**config.mk**
```make
export PLATFORM = sky130hd
export DESIGN_NAME = bcd2bin_seq_flat
export DESIGN_NICKNAME = d
export VERILOG_FILES = /design/src/rtl/bcd_pkg.sv /design/src/rtl/bcd2bin_seq_if.sv /design/src/rtl/bcd_mac_step.sv /design/src/rtl/bcd2bin_seq.sv /design/src/flat_wrapper.sv
export SDC_FILE = /design/constraint.sdc
export NUM_CORES = 1
export LEC_CHECK = 0
export CORE_AREA = 2 2 69 71
export CTS_BUF_LIST = sky130_fd_sc_hd__clkbuf_8
export DETAILED_ROUTE_END_ITERATION = 12
export DIE_AREA = 0 0 71 73
export PLACE_DENSITY = 0.89
export SLEW_MARGIN = 20
export SYNTH_ARGS = -nofsm -noshare
export SYNTH_HDL_FRONTEND = slang
export SYNTH_SLANG_ARGS = --single-unit
```
**constraint.sdc**
```tcl
create_clock -name clk -period 6.6 [get_ports clk]
set_clock_uncertainty 0.1 [all_clocks]
set_input_delay 1.65 -clock clk [delete_from_list [all_inputs] [get_ports clk]]
set_output_delay 1.65 -clock clk [all_outputs]
set_load 0.01 [all_outputs]
```
**src/rtl/bcd_pkg.sv**
```systemverilog
// bcd_pkg: shared widths, FSM state encoding and digit helpers for bcd2bin_seq
package bcd_pkg;
    localparam int BCD_DIGITS = 4;
    localparam int BCD_W = 4;
    localparam int BIN_W = 14;
    localparam int IDX_W = $clog2(BCD_DIGITS);
    typedef logic [1:0] state_t;
    localparam state_t IDLE = 2'd0;
    localparam state_t CONV = 2'd1;
    localparam state_t DONE = 2'd2;
    typedef logic [BCD_DIGITS-1:0][BCD_W-1:0] digits_t;
    function automatic logic [IDX_W-1:0] top_digit(digits_t d);
        top_digit = '0;
        for (int i = 0; i < BCD_DIGITS; i++)
            if (d[i] != '0) top_digit = IDX_W'(i);
    endfunction
    function automatic logic any_invalid(digits_t d);
        any_invalid = 1'b0;
        for (int i = 0; i < BCD_DIGITS; i++)
            if (d[i] > BCD_W'(9)) any_invalid = 1'b1;
    endfunction
endpackage

```
**src/rtl/bcd2bin_seq_if.sv**
```systemverilog
// bcd2bin_seq_if: input/output handshake bus; err exists only with BCD2BIN_SEQ_BCD_CHECK_EN
interface bcd2bin_seq_if;
    import bcd_pkg::*;
    logic in_valid;
    logic in_ready;
    logic [BCD_W-1:0] bcd3;
    logic [BCD_W-1:0] bcd2;
    logic [BCD_W-1:0] bcd1;
    logic [BCD_W-1:0] bcd0;
    logic out_valid;
    logic out_ready;
    logic [BIN_W-1:0] binary_out;
`ifdef BCD2BIN_SEQ_BCD_CHECK_EN
    logic err;
    modport slave (
        input in_valid, bcd3, bcd2, bcd1, bcd0, out_ready,
        output in_ready, out_valid, binary_out, err
    );
    modport master (
        output in_valid, bcd3, bcd2, bcd1, bcd0, out_ready,
        input in_ready, out_valid, binary_out, err
    );
`else
    modport slave (
        input in_valid, bcd3, bcd2, bcd1, bcd0, out_ready,
        output in_ready, out_valid, binary_out
    );
    modport master (
        output in_valid, bcd3, bcd2, bcd1, bcd0, out_ready,
        input in_ready, out_valid, binary_out
    );
`endif
endinterface

```
**src/rtl/bcd_mac_step.sv**
```systemverilog
// bcd_mac_step: combinational acc*10 + digit using shifts, truncated to BIN_W
module bcd_mac_step
    import bcd_pkg::*;
(
    input  logic [BIN_W-1:0] acc_i,
    input  logic [BCD_W-1:0] digit_i,
    output logic [BIN_W-1:0] acc_o
);
    assign acc_o = (acc_i << 3) + (acc_i << 1) + BIN_W'(digit_i);
endmodule

```
**src/rtl/bcd2bin_seq.sv**
```systemverilog
// bcd2bin_seq: sequential 4-digit BCD to binary converter; BCD2BIN_SEQ_BCD_CHECK_EN adds invalid-digit err
module bcd2bin_seq
    import bcd_pkg::*;
#(
    parameter int ZERO_SKIP = 0
) (
    input logic clk,
    input logic rst,
    bcd2bin_seq_if.slave bus
);
    state_t state_q, state_d;
    digits_t dig_q, dig_d, dig_in;
    logic [BIN_W-1:0] acc_q, acc_d, bin_q, bin_d, mac;
    logic [IDX_W-1:0] idx_q, idx_d;
    logic bad;
`ifdef BCD2BIN_SEQ_BCD_CHECK_EN
    logic err_q, err_d;
    assign bad = any_invalid(dig_in);
    assign bus.err = err_q;
`else
    assign bad = 1'b0;
`endif
    assign dig_in = {bus.bcd3, bus.bcd2, bus.bcd1, bus.bcd0};
    assign bus.in_ready = state_q == IDLE;
    assign bus.out_valid = state_q == DONE;
    assign bus.binary_out = bin_q;

    bcd_mac_step u_mac (.acc_i(acc_q), .digit_i(dig_q[idx_q]), .acc_o(mac));

    // accept, per-digit accumulate, and hold the result until the output transfer
    always_comb begin
        state_d = state_q;
        dig_d = dig_q;
        acc_d = acc_q;
        idx_d = idx_q;
        bin_d = bin_q;
`ifdef BCD2BIN_SEQ_BCD_CHECK_EN
        err_d = err_q;
`endif
        if (state_q == IDLE && bus.in_valid) begin
            dig_d = dig_in;
            acc_d = '0;
            idx_d = ZERO_SKIP != 0 ? top_digit(dig_in) : IDX_W'(BCD_DIGITS - 1);
            state_d = bad || (ZERO_SKIP != 0 && dig_in == '0) ? DONE : CONV;
            bin_d = state_d == DONE ? '0 : bin_q;
`ifdef BCD2BIN_SEQ_BCD_CHECK_EN
            err_d = bad;
`endif
        end else if (state_q == CONV) begin
            acc_d = mac;
            idx_d = idx_q - 1'b1;
            state_d = idx_q == '0 ? DONE : CONV;
            bin_d = idx_q == '0 ? mac : bin_q;
        end else if (state_q == DONE && bus.out_ready) begin
            state_d = IDLE;
            acc_d = '0;
            idx_d = IDX_W'(BCD_DIGITS - 1);
        end
    end

    // state and datapath registers with synchronous reset
    always_ff @(posedge clk) begin
        if (rst) begin
            state_q <= IDLE;
            dig_q <= '0;
            acc_q <= '0;
            idx_q <= IDX_W'(BCD_DIGITS - 1);
            bin_q <= '0;
        end else begin
            state_q <= state_d;
            dig_q <= dig_d;
            acc_q <= acc_d;
            idx_q <= idx_d;
            bin_q <= bin_d;
        end
    end

`ifdef BCD2BIN_SEQ_BCD_CHECK_EN
    // invalid-digit flag, updated together with binary_out
    always_ff @(posedge clk) begin
        if (rst) err_q <= 1'b0;
        else err_q <= err_d;
    end
`endif
endmodule

```
**src/flat_wrapper.sv**
```systemverilog
// flat-port wrapper written by rule: the top's interface ports become plain ports
module bcd2bin_seq_flat import bcd_pkg::*;
#(
    parameter int ZERO_SKIP = 0
)
  (clk, rst, bus_in_valid, bus_bcd3, bus_bcd2, bus_bcd1, bus_bcd0, bus_out_ready, bus_in_ready, bus_out_valid, bus_binary_out);
  bcd2bin_seq_if bus_i ();
  input logic clk;
  input logic rst;
  input wire logic [$bits(bus_i.in_valid)-1:0] bus_in_valid;
  input wire logic [$bits(bus_i.bcd3)-1:0] bus_bcd3;
  input wire logic [$bits(bus_i.bcd2)-1:0] bus_bcd2;
  input wire logic [$bits(bus_i.bcd1)-1:0] bus_bcd1;
  input wire logic [$bits(bus_i.bcd0)-1:0] bus_bcd0;
  input wire logic [$bits(bus_i.out_ready)-1:0] bus_out_ready;
  output wire logic [$bits(bus_i.in_ready)-1:0] bus_in_ready;
  output wire logic [$bits(bus_i.out_valid)-1:0] bus_out_valid;
  output wire logic [$bits(bus_i.binary_out)-1:0] bus_binary_out;
  assign bus_i.in_valid = bus_in_valid;
  assign bus_i.bcd3 = bus_bcd3;
  assign bus_i.bcd2 = bus_bcd2;
  assign bus_i.bcd1 = bus_bcd1;
  assign bus_i.bcd0 = bus_bcd0;
  assign bus_i.out_ready = bus_out_ready;
  assign bus_in_ready = bus_i.in_ready;
  assign bus_out_valid = bus_i.out_valid;
  assign bus_binary_out = bus_i.binary_out;
  bcd2bin_seq #(.ZERO_SKIP(ZERO_SKIP)) u_core (.clk(clk), .rst(rst), .bus(bus_i));
endmodule
```
==> flow_metrics.tcl, run 1 <==
set metrics [dict create \
    fp-row-count 25 \
    crit_path_start "bus_in_valid" \
    switchingPower_uw 139.2 \
    routed_wl_mm 6.081 \
    yosysSeqAreaShare_pct 36.58 \
    initial_utilization_pct 56.72 \
    power.total_uw 582.5 \
    cts_buffer_depth 2 \
    seqPwrFrac_pct 51.0 \
    core_mm2 0.004536 \
    slew_headroom_pct 34.06 \
    hold_violations 0 \
    maxCapViolCount 0 \
    drc 0 \
    p_sw_share_pct 23.90 \
    synth-xor-area-share_pct 2.383 \
    comb_power_share_pct 9.9 \
    ir_drop_mv 0.1364 \
    yosysUniqueCellTypes 52 \
    holdCritPathClass "register to register" \
    final_cell_area_mm2 0.003053 \
    setup_viol 0 \
    synth_flop_cell "dfxtp_1" \
    drtIter0Drc 167 \
    end_kind "register" \
    outcome "complete, no violations" \
    ys_ff_latch 47 \
    layout_common_cells "61 x nand2_1, 47 x dfxtp_1, 35 x a21oi_1, 35 x clkdlybuf4s50_1, 23 x ha_1" \
    clkSinkCount 47 \
    area_growth_pct 18.68 \
    synthCells 305 \
    final_cells 388 \
    drive_gt1_share_pct 6.287 \
    power.leakage_uw 0.001260 \
    synth_area_per_cell_um2 8.434 \
    synthSimpleGateAreaFrac_pct 22.23 \
    synthArstFlopShare_pct 0 \
    crit_fanout 18 \
    drt_first_pass_iters 4 \
    dieArea_mm2 0.005183 \
    dp_hpwl_mm 4.427 \
    diodes 0 \
    final_common_cell "nand2_1" \
    power.internal_uw 443.3 \
    hold_buffers 0 \
    postPlaceCellArea_mm2 0.002932 \
    vias 2306 \
    path_class "input pin to register" \
    yosys.area_share.adder_pct 12.74 \
    fin_crit_ns 3.418 \
    grt_pass1_vias 2229 \
    clock.fmax_mhz 292.5 \
    cts_tree "built" \
    io_pins 36 \
    postCtsSetupRepairBufs 0 \
    routedWlPerCell_um 15.67 \
    numPortBuffers 35 \
    synthTopCellsByArea "dfxtp_1 37%, ha_1 11%, nand2_1 8.9%, a21oi_1 6.8%, mux4_2 3.5%" \
    cts.htree.levels 2 \
    cp.arrival_ns 3.52 \
    cts_resized 0 \
    required_ns 6.70 \
    place.gp.congestion 0.8760 \
    p_clk_share_pct 39.1 \
    slew_viol_final 0 \
    postRouteAntennaNets 0 \
    synth_top_area_share_pct 36.58 \
    synth_top_family_by_area "simple AND/OR/NAND/NOR gates" \
    via_per_inst 5.943 \
    grtUsageTotal_pct 25.18 \
    synth_compound_area_share_pct 18.24 \
    rsz0062_at_grt "false" \
    p_per_area_mw_per_mm2 190.8 \
    cp-start-kind "input pin" \
    root_buffer "clkbuf_8" \
    r2r_start "u_core.idx_q[0]$_SDFFE_PP1P_" \
    die_w_um 71 \
    grt_overflow 0 \
    grt_pass1_wl_mm 10.16 \
    clk_latency_ns 0.31 \
    synthMuxAreaShare_pct 3.940 \
    hold_path_startpoint "u_core.dig_q[9]$_SDFFE_PP0P_" \
    min_period_over_period_pct 51.79 \
    cts_buffers 5 \
    netlist_area_mm2 0.002572 \
    grt_max_degree 45 \
    die_h_um 73 \
    finalWorstSetupSlack_ns 3.182 \
    setup_tns_ns 0 \
    syn-num-nets 350 \
    clk_pin_slew_ns 0.10 \
    antenna_found_initial 0 \
    synth_edf_count 0 \
    yosys_warnings 0 \
    place_worst_setup_slack_ns 2.889 \
    nets 378 \
    tightestPinTransition_ns 0.9848 \
    dp.cells 380 \
    yosysTopAreaCell "dfxtp_1" \
]
==> worst paths after layout <==
path / endpoint / slack, ns / depth (start not counted)
max: u_core.acc_q[12]$_SDFFE_PP0P_ / 3.18 / 6
min: u_core.dig_q[9]$_SDFFE_PP0P_ / 0.36 / 2
max reg2reg: u_core.acc_q[8]$_SDFFE_PP0P_ / 3.22 / 9
min reg2reg: u_core.dig_q[9]$_SDFFE_PP0P_ / 0.36 / 2
==> state kept, by name, indices dropped and copies added, names as in the netlist <==
name,flops
u_core.state_q,2
u_core.bus.binary_out,14
u_core.idx_q,2
u_core.acc_q,13
u_core.dig_q,16
==> critical path, cell delays in order <==
cell             delay, ns
clkdlybuf4s50_1       0.50
nor3b_2               0.81
nor2_1                0.16
nand2_1               0.19
or4_1                 0.14
nand3_1               0.07
==> per-stage QoR <==
step                      hold slack, ns  utilization [%]
after floorplan                   0.3331                -
after global placement            0.3415            64.63
after detailed placement          0.3474            64.63
after CTS                         0.3598            67.31
after global routing              0.3890            67.31
final                             0.3584            67.31
==> cell type report <==
class                   count  area (µm²)
clock inverters             2       38.79
inverters                   9       33.78
multi-input cells         234        1531
clock buffers               6       82.58
repair buffers             36       357.8
fillers                   364        1483
flip-flops and latches     47       940.9
well taps                  54       67.56
==> synthesized netlist by cell type, types with 5 or more instances <==
cell and number:
nand2_1 61, dfxtp_1 47, a21oi_1 35, ha_1 23, nor2_1 19, o21ai_0 12, clkbuf_1 9, inv_1 9
nand3_1 7, a21o_1 5, buf_2 5, xnor2_1 5
==> cell families after synthesis <==
group,Yosys count
buffers and inverters,24
adder cells (fa/ha/maj),25
AND/OR/NAND/NOR,121
multiplexers,5
AO/OA/AOI/OAI,76
XOR/XNOR,7
flip-flops,47
==> power by group through the flow <==
stage	Sequential, µW	Combinational, µW	Clock [µW]
after floorplan	300	39.0	0
after global placement	303	55.2	0
after detailed placement	304	56.9	0
after CTS	297	57.6	229
after global routing	298	64.5	239
final	297	57.6	228
==> routing by layer <==
layer  part of all wire, %  vias to the layer above  GRT usage [%]
li1                      -                     1131              -
met1                    39                     1079          27.68
met2                    52                       75          45.79
met3                   5.0                       21          5.801
met4                   3.4                        0          12.16
met5                     0                        -              0
Note: power is estimated with default switching activity, not from simulation.
==> inputs of run 2 (changes only) <==
--- a/config.mk
+++ b/config.mk
@@ -5,11 +5,11 @@
 export SDC_FILE = /design/constraint.sdc
 export NUM_CORES = 1
 export LEC_CHECK = 0
-export CORE_AREA = 2 2 69 71
+export CORE_AREA = 2 2 75 77
 export CTS_BUF_LIST = sky130_fd_sc_hd__clkbuf_8
 export DETAILED_ROUTE_END_ITERATION = 12
-export DIE_AREA = 0 0 71 73
-export PLACE_DENSITY = 0.89
+export DIE_AREA = 0 0 77 79
+export PLACE_DENSITY = 0.81
 export SLEW_MARGIN = 20
 export SYNTH_ARGS = -nofsm -noshare
 export SYNTH_HDL_FRONTEND = slang
==> constraint.sdc (replaced) <==
create_clock -name clk -period 3.1 [get_ports clk]
set_clock_uncertainty 0.1 [all_clocks]
set_input_delay 0.775 -clock clk [delete_from_list [all_inputs] [get_ports clk]]
set_output_delay 0.775 -clock clk [all_outputs]
set_load 0.01 [all_outputs]
==> run 2 against run 1 <==
Wire length fell by 5.4%. Sequential cell count did not move. Combinational power rose by 120%. Non-clock buffer count rose by 7. Critical path depth rose by 5. First-iteration DRC count fell by 10%. Total power rose by 95%. Clock power rose by 63%. Global-route usage fell by 5.2 points. Worst hold slack got worse by 0.0023 ns. Via count fell by 2.2%. Setup slack got worse by 3.1 ns. Critical path type is now register to register. Critical endpoint is now u_core.bus.binary_out[11]$_SDFFE_PP0P_.
==> flow_metrics.tcl, run 2 (synthesis gave the netlist of run 1 again) <==
set metrics [dict create \
    via_per_inst 5.462 \
    p_sw_share_pct 25.96 \
    die_h_um 79 \
    grtUsageTotal_pct 19.97 \
    slowest_delay_ns 0.47 \
    power.leakage_uw 0.001269 \
    cts_tree "built" \
    setup_tns_ns 0 \
    p_clk_share_pct 32.8 \
    vias 2256 \
    holdCritPathClass "register to register" \
    ir_drop_mv 0.3300 \
    cts.htree.levels 2 \
    multi_input_area_mm2 0.001546 \
    area_growth_pct 21.06 \
    slew_headroom_pct 53.53 \
    rsz0062_at_grt "true" \
    postRouteAntennaNets 0 \
    grt_pass1_vias 2150 \
    numPortBuffers 35 \
    crit_slowest_cell "mux4_2" \
    final_cell_area_mm2 0.003114 \
    end_kind "register" \
    initial_utilization_pct 48.20 \
    dieArea_mm2 0.006083 \
    postPlaceCellArea_mm2 0.003007 \
    fp-row-count 27 \
    clkSinkCount 47 \
    largest_register_ffs 16 \
    top_layer "met4" \
    place.gp.congestion 0.9136 \
    slew_viol_final 0 \
    drc 0 \
    grt_overflow 0 \
    diodes 0 \
    drt_first_pass_iters 4 \
    core_mm2 0.005338 \
    register_area_um2 944.7 \
    required_ns 3.20 \
    setup_viol 0 \
    seqPwrFrac_pct 55.8 \
    path_class "register to register" \
    clk_latency_ns 0.30 \
    tightestPinTransition_ns 0.6963 \
    dp_hpwl_mm 4.283 \
    cts_buffer_depth 2 \
    fin_crit_ns 2.980 \
    power.internal_uw 839.5 \
    final_common_cell "nand2_1" \
    clock.fmax_mhz 335.5 \
    routed_wl_mm 5.751 \
    hold_violations 0 \
    dr_wl_met3_um 196 \
    place_worst_setup_slack_ns 0.01066 \
    regMostFlops "u_core.dig_q" \
    path_cells "buf_4 > mux4_2 > inv_1 > fa_1 > inv_2 > ha_1 > a21o_1 > and4_1 > o211ai_2 > a2111oi_0 > a311o_1" \
    drive_gt1_share_pct 9.677 \
    finalWorstSetupSlack_ns 0.1198 \
    cts_buffers 5 \
    critPathBufInv 3 \
    p_per_area_mw_per_mm2 364.1 \
    io_pins 36 \
    maxCapViolCount 0 \
    postCtsSetupRepairBufs 0 \
    comb_power_share_pct 11.4 \
    cp-start-kind "register" \
    grt_max_degree 44 \
    wirelength_met1_mm 2.505 \
    antenna_found_initial 0 \
    outcome "complete, no violations" \
    min_period_over_period_pct 96.14 \
    cp.arrival_ns 3.08 \
    root_buffer "clkbuf_8" \
    grt_pass1_wl_mm 9.811 \
    crit_family "compound AO/OA/AOI/OAI gates" \
    clk_pin_slew_ns 0.09 \
    layout_common_cells "61 x nand2_1, 46 x dfxtp_1, 35 x clkdlybuf4s50_1, 34 x a21oi_1, 23 x ha_1" \
    switchingPower_uw 294.4 \
    route.met2.wl_mm 2.958 \
    routedWlPerCell_um 13.92 \
    drtIter0Drc 150 \
    die_w_um 77 \
    nets 385 \
    crit_fanout 5 \
    fill_cells 524 \
]
==> run 2: cell types whose count changed in the layout (fill, tap and decap cells not counted), sizes merged <==
cell      delta
buf          +7
bufinv       -1
clkbuf       -1
clkinv       +1
clkinvlp     +2
inv          -1
==> run 2: metal layers <==
layer  vias up  GRT usage (%)
li1       1150              -
met1      1057          25.52
met2        42          34.56
met3         7          3.068
met4         0          6.964
met5         -              0
==> run 2: worst min-delay path, delay by kind of cell, from the launching register on <==
family           cells  cell delay [ns]
flip-flops           1             0.32
AO/OA/AOI/OAI        1             0.05
AND/OR/NAND/NOR      1             0.05
==> run 2: metrics by stage <==
| step | hold slack (ns) | total power [µW] | cells | util, % |
|---|---|---|---|---|
| after floorplan | 0.3331 | 722.7 | 305 | - |
| final | 0.3562 | 1134 | 413 | 58.35 |
| after CTS | 0.3577 | 1141 | 413 | 58.09 |
| after global placement | 0.3432 | 771.3 | 405 | 56.33 |
| after detailed placement | 0.3454 | 774.8 | 405 | 56.33 |
| after global routing | 0.3779 | 1181 | 413 | 58.35 |
==> run 2: repair_timing <==
| action | 4_1_cts | 5_1_grt |
|---|---|---|
| pin swaps | 0 | 0 |
| hold buffers | 0 | 0 |
| gates resized for setup | 1 | 5 |
| endpoints found under the setup margin | 2 | 13 |
| hold endpoints to repair | 0 | 0 |
==> run 2: final timing paths <==
kind / endpoint / slack [ns] / cells past startpoint / startpoint
worst max register to register: u_core.bus.binary_out[11]$_SDFFE_PP0P_ / 0.12 / 11 / u_core.idx_q[0]$_SDFFE_PP1P_
worst max-delay path: u_core.bus.binary_out[11]$_SDFFE_PP0P_ / 0.12 / 11 / u_core.idx_q[0]$_SDFFE_PP1P_
worst min register to register: u_core.bus.binary_out[7]$_SDFFE_PP0P_ / 0.36 / 2 / u_core.bus.binary_out[7]$_SDFFE_PP0P_
worst min-delay path: u_core.bus.binary_out[7]$_SDFFE_PP0P_ / 0.36 / 2 / u_core.bus.binary_out[7]$_SDFFE_PP0P_
==> run 2: power by group through the flow <==
stage / clock network [µW] / registers, µW / logic, µW
floorplan: 0 / 640 / 83.0
global placement: 0 / 646 / 125
detailed placement: 0 / 647 / 128
CTS: 380 / 633 / 128
global route: 402 / 635 / 144
finish: 372 / 633 / 129
==> run 2: cell type report <==
cell class / count / area share, %
multi-input cells: 234 / 49.66
flip-flops and latches: 47 / 30.33
repair buffers: 43 / 13.18
well taps: 72 / 2.893
clock buffers: 5 / 2.210
inverters: 9 / 1.085
clock inverters: 3 / 0.6428
==> inputs of run 3 (changes only) <==
--- a/config.mk
+++ b/config.mk
@@ -5,11 +5,12 @@
 export SDC_FILE = /design/constraint.sdc
 export NUM_CORES = 1
 export LEC_CHECK = 0
-export CORE_AREA = 2 2 75 77
+export CORE_AREA = 2 2 69 71
 export CTS_BUF_LIST = sky130_fd_sc_hd__clkbuf_8
 export DETAILED_ROUTE_END_ITERATION = 12
-export DIE_AREA = 0 0 77 79
-export PLACE_DENSITY = 0.81
+export DIE_AREA = 0 0 71 73
+export HOLD_SLACK_MARGIN = 0.12
+export PLACE_DENSITY = 0.89
 export SLEW_MARGIN = 20
 export SYNTH_ARGS = -nofsm -noshare
 export SYNTH_HDL_FRONTEND = slang
==> constraint.sdc (replaced) <==
create_clock -name clk -period 3.8 [get_ports clk]
set_clock_uncertainty 0.1 [all_clocks]
set_input_delay 0.95 -clock clk [delete_from_list [all_inputs] [get_ports clk]]
set_output_delay 0.95 -clock clk [all_outputs]
set_load 0.01 [all_outputs]
==> run 3 against run 2 <==
Sequential cell count unchanged. Maximum frequency decreased by 8.1%. First-iteration DRC count decreased by 15%. Setup slack improved by 0.44 ns. Register-to-register slack improved by 0.44 ns. Total power decreased by 12%. Final area decreased by 1.8%.
==> flow_metrics.tcl, run 3 (synthesis gave the netlist of run 1 again) <==
set metrics [dict create \
    grt_pass1_vias 2214 \
    nets 379 \
    cp.arrival_ns 3.33 \
    clk_pin_slew_ns 0.09 \
    layout_common_cells "61 x nand2_1, 47 x dfxtp_1, 35 x a21oi_1, 35 x clkdlybuf4s50_1, 23 x ha_1" \
    hold_depth 2 \
    largest_register_ffs 16 \
    crit-reg2reg-capture "u_core.bus.binary_out[12]$_SDFFE_PP0P_" \
    clkSinkCount 47 \
    clk_latency_ns 0.30 \
    crit_path_start "u_core.idx_q[0]$_SDFFE_PP1P_" \
    regMostFlops "u_core.dig_q" \
    die_h_um 73 \
    postRouteAntennaNets 0 \
    fp-row-count 25 \
    dieArea_mm2 0.005183 \
    power.internal_uw 767.0 \
    power.leakage_uw 0.001264 \
    via_per_inst 5.869 \
    dp_hpwl_mm 4.130 \
    reg2reg_slack_ns 0.56 \
    antenna_found_initial 0 \
    numPortBuffers 35 \
    final_common_cell "nand2_1" \
    cts_resized 0 \
    final_cell_area_mm2 0.003057 \
    vias 2283 \
    fill_cells 362 \
    ir_drop_mv 0.2346 \
    dr_wl_met3_um 295 \
    slew_headroom_pct 50.34 \
    clock.fmax_mhz 308.4 \
    finalWorstSetupSlack_ns 0.5579 \
    top_layer "met4" \
    fin_crit_ns 3.242 \
    hold_path_startpoint "u_core.dig_q[4]$_SDFFE_PP0P_" \
    setup_tns_ns 0 \
    wirelength_met1_mm 2.423 \
    hold_buffers 0 \
    io_pins 36 \
    core_mm2 0.004536 \
    hold_violations 0 \
    grtUsageTotal_pct 23.32 \
    rsz0062_at_grt "false" \
    p_sw_share_pct 23.02 \
    grt_overflow 0 \
    root_buffer "clkbuf_8" \
    postCtsSetupRepairBufs 0 \
    initial_utilization_pct 56.72 \
    comb_power_share_pct 10.2 \
    holdCritPathClass "register to register" \
    power.total_uw 996.4 \
    route.met2.wl_mm 2.808 \
    whs_ns 0.3588 \
    postPlaceCellArea_mm2 0.002939 \
    drc 0 \
    drive_gt1_share_pct 6.567 \
    required_ns 3.89 \
    routed_wl_mm 5.665 \
    area_growth_pct 18.82 \
    cp-start-kind "register" \
    r2r_start "u_core.idx_q[0]$_SDFFE_PP1P_" \
    r2r_cells 9 \
    switchingPower_uw 229.4 \
    p_clk_share_pct 38.0 \
    seqPwrFrac_pct 51.8 \
    drtIter0Drc 127 \
    grt_pass1_wl_mm 9.604 \
    cts_tree "built" \
    slew_viol_final 0 \
    place.gp.congestion 0.8765 \
    place_worst_setup_slack_ns 0.5664 \
    min_period_over_period_pct 85.32 \
    p_per_area_mw_per_mm2 326.0 \
    hold-path-endpoint "u_core.dig_q[4]$_SDFFE_PP0P_" \
    tightestPinTransition_ns 0.7441 \
    setup_viol 0 \
    drt_first_pass_iters 4 \
    cts_buffers 5 \
    outcome "complete, no violations" \
    diodes 0 \
    grt_max_degree 44 \
    routedWlPerCell_um 14.56 \
    crit_fanout 5 \
    cts.htree.levels 2 \
    end_kind "register" \
    maxCapViolCount 0 \
    path_class "register to register" \
    die_w_um 71 \
    cts_buffer_depth 2 \
]
-- run 3: cell type report --
type	count	area, µm²	area share [%]
Clock inverter	2	35.03	1.146
Tap cell	54	67.56	2.210
Clock buffer	6	82.58	2.702
Timing Repair Buffer	37	365.4	11.95
Sequential cell	47	940.9	30.78
Multi-Input combinational cell	234	1531	50.10
Inverter	9	33.78	1.105
-- run 3: worst max-delay path by stage --
stage                                             end  cells after the start
2_1_floorplan  u_core.bus.binary_out[12]$_SDFFE_PP0P_                     10
3_3_place_gp            u_core.acc_q[12]$_SDFFE_PP0P_                      9
3_5_place_dp   u_core.bus.binary_out[12]$_SDFFE_PP0P_                      9
4_1_cts        u_core.bus.binary_out[12]$_SDFFE_PP0P_                      9
5_1_grt        u_core.bus.binary_out[12]$_SDFFE_PP0P_                      9
6_report       u_core.bus.binary_out[12]$_SDFFE_PP0P_                      9
-- run 3: per-layer routing --
layer,track usage [%],vias up
met4,11.53,0
met5,0,-
met1,27.30,1061
li1,-,1142
met3,4.972,14
met2,40.60,66
-- run 3: power by group through the flow --
stage | Sequential (µW) | Combinational (µW) | Clock [µW]
floorplan | 522 | 67.7 | 0
global placement | 527 | 97.5 | 0
detailed placement | 528 | 99.9 | 0
CTS | 516 | 101 | 384
global route | 519 | 112 | 407
finish | 517 | 101 | 379
-- run 3: critical path: stages, from the launching register on --
cell,delay (ns)
dfxtp_1,0.48
mux4_2,0.54
ha_1,0.30
ha_1,0.23
fa_1,0.44
a211oi_1,0.34
o21bai_2,0.12
a31oi_1,0.31
o21ai_0,0.15
o311a_1,0.13
-- run 3: per-stage QoR --
| step | instances | utilization, % |
|---|---|---|
| global placement | 381 | 64.80 |
| floorplan | 305 | - |
| detailed placement | 381 | 64.80 |
| finish | 389 | 67.39 |
| global route | 389 | 67.39 |
| CTS | 389 | 67.39 |
